==> src/rtl/enc16to4_rr.sv <==
// ---------------------------------------------------------------------------
// enc16to4_rr
//
// Purpose:
//   16-to-4 priority encoder with a single registered output stage and a
//   valid/ready handshake on both sides. A 16-bit (possibly multi-hot)
//   request vector is accepted, one set bit is granted, and the grant is
//   presented as a 4-bit index, a 16-bit one-hot and a "more than one bit
//   was set" flag one cycle later.
//
// Grant policy (compile-time macro ENC16TO4_RR_EN):
//   defined   : rotating priority. Search starts at an internal pointer
//               (inclusive) and wraps 15 -> 0; after each grant the pointer
//               moves to grant+1. The pointer resets to RESET_PTR.
//   undefined : fixed priority, lowest set index wins. No pointer register;
//               RESET_PTR has no effect.
//
// Handshake (both ports): a beat transfers on a cycle where valid and ready
//   are both 1. in_rdy = !out_vld | out_rdy, so a held output that is being
//   consumed frees the register for a new beat in the same cycle. An
//   accepted all-zero request is dropped and produces no output. While
//   out_vld & !out_rdy the output fields are held stable.
//
// Ports:
//   clk        in   1  rising-edge clock
//   rst        in   1  synchronous active-high reset (wins over any handshake)
//   in         in  16  request vector
//   in_vld     in   1  in is valid
//   in_rdy     out  1  block accepts in this cycle
//   out        out  4  granted index
//   out_onehot out 16  one-hot of granted index
//   out_multi  out  1  accepted request had two or more bits set
//   out_vld    out  1  output fields valid
//   out_rdy    in   1  consumer takes the output this cycle
// ---------------------------------------------------------------------------
module enc16to4_rr #(
  parameter logic [3:0] RESET_PTR = 4'd0
) (
  input  logic        clk,
  input  logic        rst,
  input  logic [15:0] in,
  input  logic        in_vld,
  output logic        in_rdy,
  output logic [3:0]  out,
  output logic [15:0] out_onehot,
  output logic        out_multi,
  output logic        out_vld,
  input  logic        out_rdy
);

  logic        out_vld_q, out_vld_d;
  logic [3:0]  out_q, out_d;
  logic [15:0] onehot_q, onehot_d;
  logic        multi_q, multi_d;

  logic        accept;
  logic        take;
  logic [3:0]  grant_idx;

  assign in_rdy = !out_vld_q | out_rdy;
  assign accept = in_vld & in_rdy;
  // A zero request is accepted (consumed) but never produces an output.
  assign take   = accept & (|in);

`ifdef ENC16TO4_RR_EN
  logic [3:0] ptr_q, ptr_d;

  // Rotating search: visit ptr, ptr+1, ... (4-bit wrap) and keep the first hit.
  always_comb begin
    logic       found;
    logic [3:0] cand;
    grant_idx = 4'd0;
    found     = 1'b0;
    cand      = 4'd0;
    for (int i = 0; i < 16; i++) begin
      cand = ptr_q + 4'(i);
      if (!found && in[cand]) begin
        found     = 1'b1;
        grant_idx = cand;
      end
    end
  end

  always_comb begin
    ptr_d = ptr_q;
    if (take) ptr_d = grant_idx + 4'd1;
  end

  always_ff @(posedge clk) begin
    if (rst) ptr_q <= RESET_PTR;
    else     ptr_q <= ptr_d;
  end
`else
  // Fixed priority: scan downward so the lowest set index is written last.
  always_comb begin
    grant_idx = 4'd0;
    for (int i = 15; i >= 0; i--) begin
      if (in[i]) grant_idx = 4'(i);
    end
  end

  // RESET_PTR only matters for the rotating policy.
  logic unused_reset_ptr;
  assign unused_reset_ptr = ^RESET_PTR;
`endif

  // Output register next state: load on a nonzero accept, otherwise retire
  // the held beat when the consumer takes it, otherwise hold.
  always_comb begin
    out_vld_d = out_vld_q;
    out_d     = out_q;
    onehot_d  = onehot_q;
    multi_d   = multi_q;
    if (take) begin
      out_vld_d = 1'b1;
      out_d     = grant_idx;
      onehot_d  = 16'd1 << grant_idx;
      // Clearing the lowest set bit leaves something iff two or more were set.
      multi_d   = |(in & (in - 16'd1));
    end else if (out_rdy) begin
      out_vld_d = 1'b0;
    end
  end

  always_ff @(posedge clk) begin
    if (rst) begin
      out_vld_q <= 1'b0;
      out_q     <= 4'd0;
      onehot_q  <= 16'h0000;
      multi_q   <= 1'b0;
    end else begin
      out_vld_q <= out_vld_d;
      out_q     <= out_d;
      onehot_q  <= onehot_d;
      multi_q   <= multi_d;
    end
  end

  assign out_vld    = out_vld_q;
  assign out        = out_q;
  assign out_onehot = onehot_q;
  assign out_multi  = multi_q;

endmodule
==> config.mk <==
export PLATFORM = sky130hd
export DESIGN_NAME = enc16to4_rr
export DESIGN_NICKNAME = d
export VERILOG_FILES = /design/src/rtl/enc16to4_rr.sv
export SDC_FILE = /design/constraint.sdc
export NUM_CORES = 1
export LEC_CHECK = 0
export CAP_MARGIN = 20
export CORE_UTILIZATION = 47
export DETAILED_ROUTE_END_ITERATION = 7
export GPL_ROUTABILITY_DRIVEN = 0
export HOLD_SLACK_MARGIN = 0.1
export MAX_ROUTING_LAYER = met4
export PLACE_DENSITY = 0.83
export SYNTH_ARGS = -nofsm -noshare
export SYNTH_HDL_FRONTEND = slang
export SYNTH_SLANG_ARGS = --single-unit
==> constraint.sdc <==
create_clock -name clk -period 4.93 [get_ports clk]
set_input_delay 0.493 -clock clk [delete_from_list [all_inputs] [get_ports clk]]
set_output_delay 0.493 -clock clk [all_outputs]
set_load 0.01 [all_outputs]
==> reports/results.env <==
TIMING.CRITICAL_PATH.REQUIRED_NS=5.19
P_LEAK_nW=0.592
SETUP.WORST_PATH.START_CLASS='input pin'
GRT_START_MAX_NET_PINS=17
ROUTED_WIRE_LENGTH_PER_INSTANCE_UM=14.3
WORST_CLOCK_SKEW_NS=0.00518
SYNTH_SEQ_CELLS=22
MAPPED_AREA_UM2=1190
NETLIST.TOP_CELL.BY_AREA='sky130_fd_sc_hd__dfxtp_1'
WORSTSKEWPAIRLATENCY_NS=0.31
SYNTH_SEQ_AREA_SHARE_PCT=37.1
PWR_DENSITY_CELL_nW_PER_UM2=237
ALL_LAYER_GLOBAL_ROUTING_USAGE_PCT=24.3
ANTENNA_VIOLATIONS_BEFORE_REPAIR=0
TRITONCTS.NUM_BUFFERS=3
POST_CTS_BUFFERS=0
CLOCK-ROOT-BUFFER='sky130_fd_sc_hd__clkbuf_4'
POSTLAYOUTCELLAREA_UM2=1680
CORE_AREA_UM2=2300
DPL.CELL_COUNT=201
PERIOD_SHARE_PCT=49.3
POST_SYNTH_MAIN_AREA_CONTRIBUTORS='sky130_fd_sc_hd__dfxtp_1 (37%), sky130_fd_sc_hd__nand2_1 (4.7%), sky130_fd_sc_hd__nor2_1 (4.7%), sky130_fd_sc_hd__a22o_1 (3.7%), sky130_fd_sc_hd__a21oi_1 (3.4%)'
POST-DP-HPWL_MM=2.28
CTS_HOLD_BUF=0
CLKSINKCOUNT=22
ANT_NETS=0
NUM-NETS-FINAL=198
FINALSETUPVIOLATIONS=0
TRITONCTS='done'
FP.DIEAREA_UM2=2730
N_ANTENNA_CELL=0
VDD_DROP_MAX_mV=0.246
HOLD-WORST-SLACK_NS=0.457
FINAL-MAX-SLEW-VIOLATION-COUNT=0
FILL_CELLS=181
RSZ0062_AT_GRT='no'
FINAL_CELL_COUNT_NO_FILL=205
NUM_VIAS=1188
POST_DP_CELL_AREA_UM2=1630
DIE_W_UM=52.3
SIGNAL_ARRIVAL_TIME_AT_THE_WORST_ENDPOINT_NS=2.69
TOP_LEVEL_PORTS=43
YS_DOMINANT_REG_CELL='sky130_fd_sc_hd__dfxtp_1'
SYNTHDISTINCTLIBCELLS=40
GRT_OVERFLOW_TOTAL=0
GRT_FIRST_PASS_WIRELENGTH_MM=4.90
ASYNCSETRESETFLOPFRACSYNTH_PCT=0
RESIZE_COUNT_POST_CTS=0
RANKING_OF_SYNTHESIZED_CELLS_BY_INSTANCE_COUNT='sky130_fd_sc_hd__dfxtp_1 (22), sky130_fd_sc_hd__nand2_1 (15), sky130_fd_sc_hd__nor2_1 (15)'
FINAL_LAYOUT_SIZE_SUFFIX_GT1_SHARE_PCT=10.2
ROW_COUNT=17
DIE_H_UM=52.3
VIA_PER_INST=5.80
WORST_SETUP_HOLD_PATH_CLK_SLEW_NS=0.12
TIMING_WORST_SETUP_PATH_TYPE='input pin to flop'
SYNTHESIZED_INSTANCE_COUNT=133
YOSYSTOPAREACELLSHARE_PCT=37.1
FINAL.MIN_CLOCK_PERIOD_NS=2.43
DETAIL_ROUTE.DRC_VIOLATIONS=0
INITIAL_CORE_UTIL_PCT=51.7
OUTCOME='completed'
SYN2LAYOUT_AREA_GROWTH_PCT=41.2
FINAL_ROUTED_WIRELENGTH_ACROSS_ALL_METAL_LAYERS_MM=2.92
KIND_OF_CAPTURE_POINT_OF_THE_WORST_SETUP_PATH='flop'
FINAL_HOLD_VIOLATING_ENDPOINTS=0
GRT_PASS1_VIAS=1125
DRV.MAX_CAP_VIOLATION_COUNT=0
SYNTH_EDF_COUNT=0
YOSYS_WARNINGS=0
MAX_SLEW.WORST_PIN.SLEW_NS=0.973
SYNTHESIS.AREA_PER_INSTANCE_UM2=8.94
TOTALNEGATIVESETUPSLACK_NS=0
CLOCK_PATH_BUFFERS=2
LARGEST_FANOUT_OF_ANY_NET_ON_THE_CRITICAL_PATH=7
PORT_BUFFERS=42
FIRST_PASS_ITERS=4
SYNTH.NET_COUNT=153
CTSHTREEMAXLEVEL=1
SYNTH_MOST_COMMON_CELL='sky130_fd_sc_hd__dfxtp_1'
INITIALDRTVIOLATIONCOUNT=14
MAX_SLEW_MARGIN_PCT=34.6
FMAX_MHz=411
HOLD_CLASS='flop to flop'
==> worst max-delay path: stages <==
cell,delay [ns]
sky130_fd_sc_hd__clkdlybuf4s50_1,0.56
sky130_fd_sc_hd__nand2b_1,0.15
sky130_fd_sc_hd__a21oi_1,0.07
sky130_fd_sc_hd__o21bai_1,0.19
sky130_fd_sc_hd__a2111oi_2,0.13
sky130_fd_sc_hd__o31ai_1,0.80
sky130_fd_sc_hd__a32o_1,0.28
==> state kept, by name, indices dropped and copies added (netlist names) <==
signal / cells
out: 4
out_multi: 1
out_onehot: 16
out_vld: 1
==> cell families (layout without fill, tap and decap cells) <==
group                      after synthesis  count (layout)  share of synthesized area (%)
and+or+nand+nor                         58              58                           30.4
AOI/OAI and AO/OA                       45              45                           28.5
DFF                                     22              22                           37.1
buffers and inverters                    7              51                           3.16
adders and majority gates                1               1                          0.842
==> layout make-up <==
type	count	area [um^2]	share of cell area (%)
clock buffers	3	22.5	1.34
flip-flops and latches	22	440	26.2
well taps	28	35.0	2.09
multi-input cells	104	711	42.4
clock inverters	1	30.0	1.79
repair buffers	42	420	25.1
inverters	5	18.8	1.12
==> placed cells by master, fill, tap and decap left out, types with 2 or more instances in the layout <==
cell type,Yosys,routed
sky130_fd_sc_hd__a211oi_1,5,5
sky130_fd_sc_hd__a21oi_1,8,8
sky130_fd_sc_hd__a22o_1,5,5
sky130_fd_sc_hd__a32o_1,2,2
sky130_fd_sc_hd__a32o_2,3,3
sky130_fd_sc_hd__and2_1,2,2
sky130_fd_sc_hd__clkbuf_4,0,3
sky130_fd_sc_hd__clkdlybuf4s50_1,0,42
sky130_fd_sc_hd__dfxtp_1,22,22
sky130_fd_sc_hd__inv_1,5,5
sky130_fd_sc_hd__nand2_1,15,15
sky130_fd_sc_hd__nand2b_1,4,4
sky130_fd_sc_hd__nor2_1,15,15
sky130_fd_sc_hd__nor3_1,3,3
sky130_fd_sc_hd__nor4_1,4,4
sky130_fd_sc_hd__o21ai_0,2,2
sky130_fd_sc_hd__o21ai_1,6,6
sky130_fd_sc_hd__o21bai_1,3,3
sky130_fd_sc_hd__o31ai_1,4,4
sky130_fd_sc_hd__or3_1,2,2
sky130_fd_sc_hd__or4_4,2,2
==> metal layers <==
layer | vias to the layer above | track usage (%) | wire length, um
met1 | 557 | 30.1 | 1370
met4 | 0 | 3.95 | 9
met5 | - | - | 0
met2 | 29 | 40.3 | 1430
met3 | 2 | 6.38 | 115
li1 | 600 | - | -
==> power breakdown <==
| part | internal (mW) | total (mW) | switching (mW) |
|---|---|---|---|
| logic | 0.0350 | 0.0748 | 0.0398 |
| registers | 0.182 | 0.185 | 0.00230 |
| clock network | 0.0822 | 0.138 | 0.0560 |
==> stage by stage <==
step           util, %  power, mW  worst slack, ns
2_1_floorplan        -      0.223             3.00
3_3_place_gp      70.8      0.261             2.28
3_5_place_dp      70.8      0.263             2.23
4_1_cts           73.0      0.397             2.56
5_1_grt           73.0      0.414             2.41
6_report          73.0      0.398             2.50
==> path summary, 6_finish.rpt <==
path,start,to,slack [ns],cells after the start
worst min register to register,out_onehot[11],out_onehot[11],0.46,2
worst max-delay path,in[14],out_onehot[4],2.50,7
worst min-delay path,out_onehot[11],out_onehot[11],0.46,2
worst max register to register,out_vld,out_onehot[5],3.28,5
Note: power is estimated with default switching activity, not from simulation.
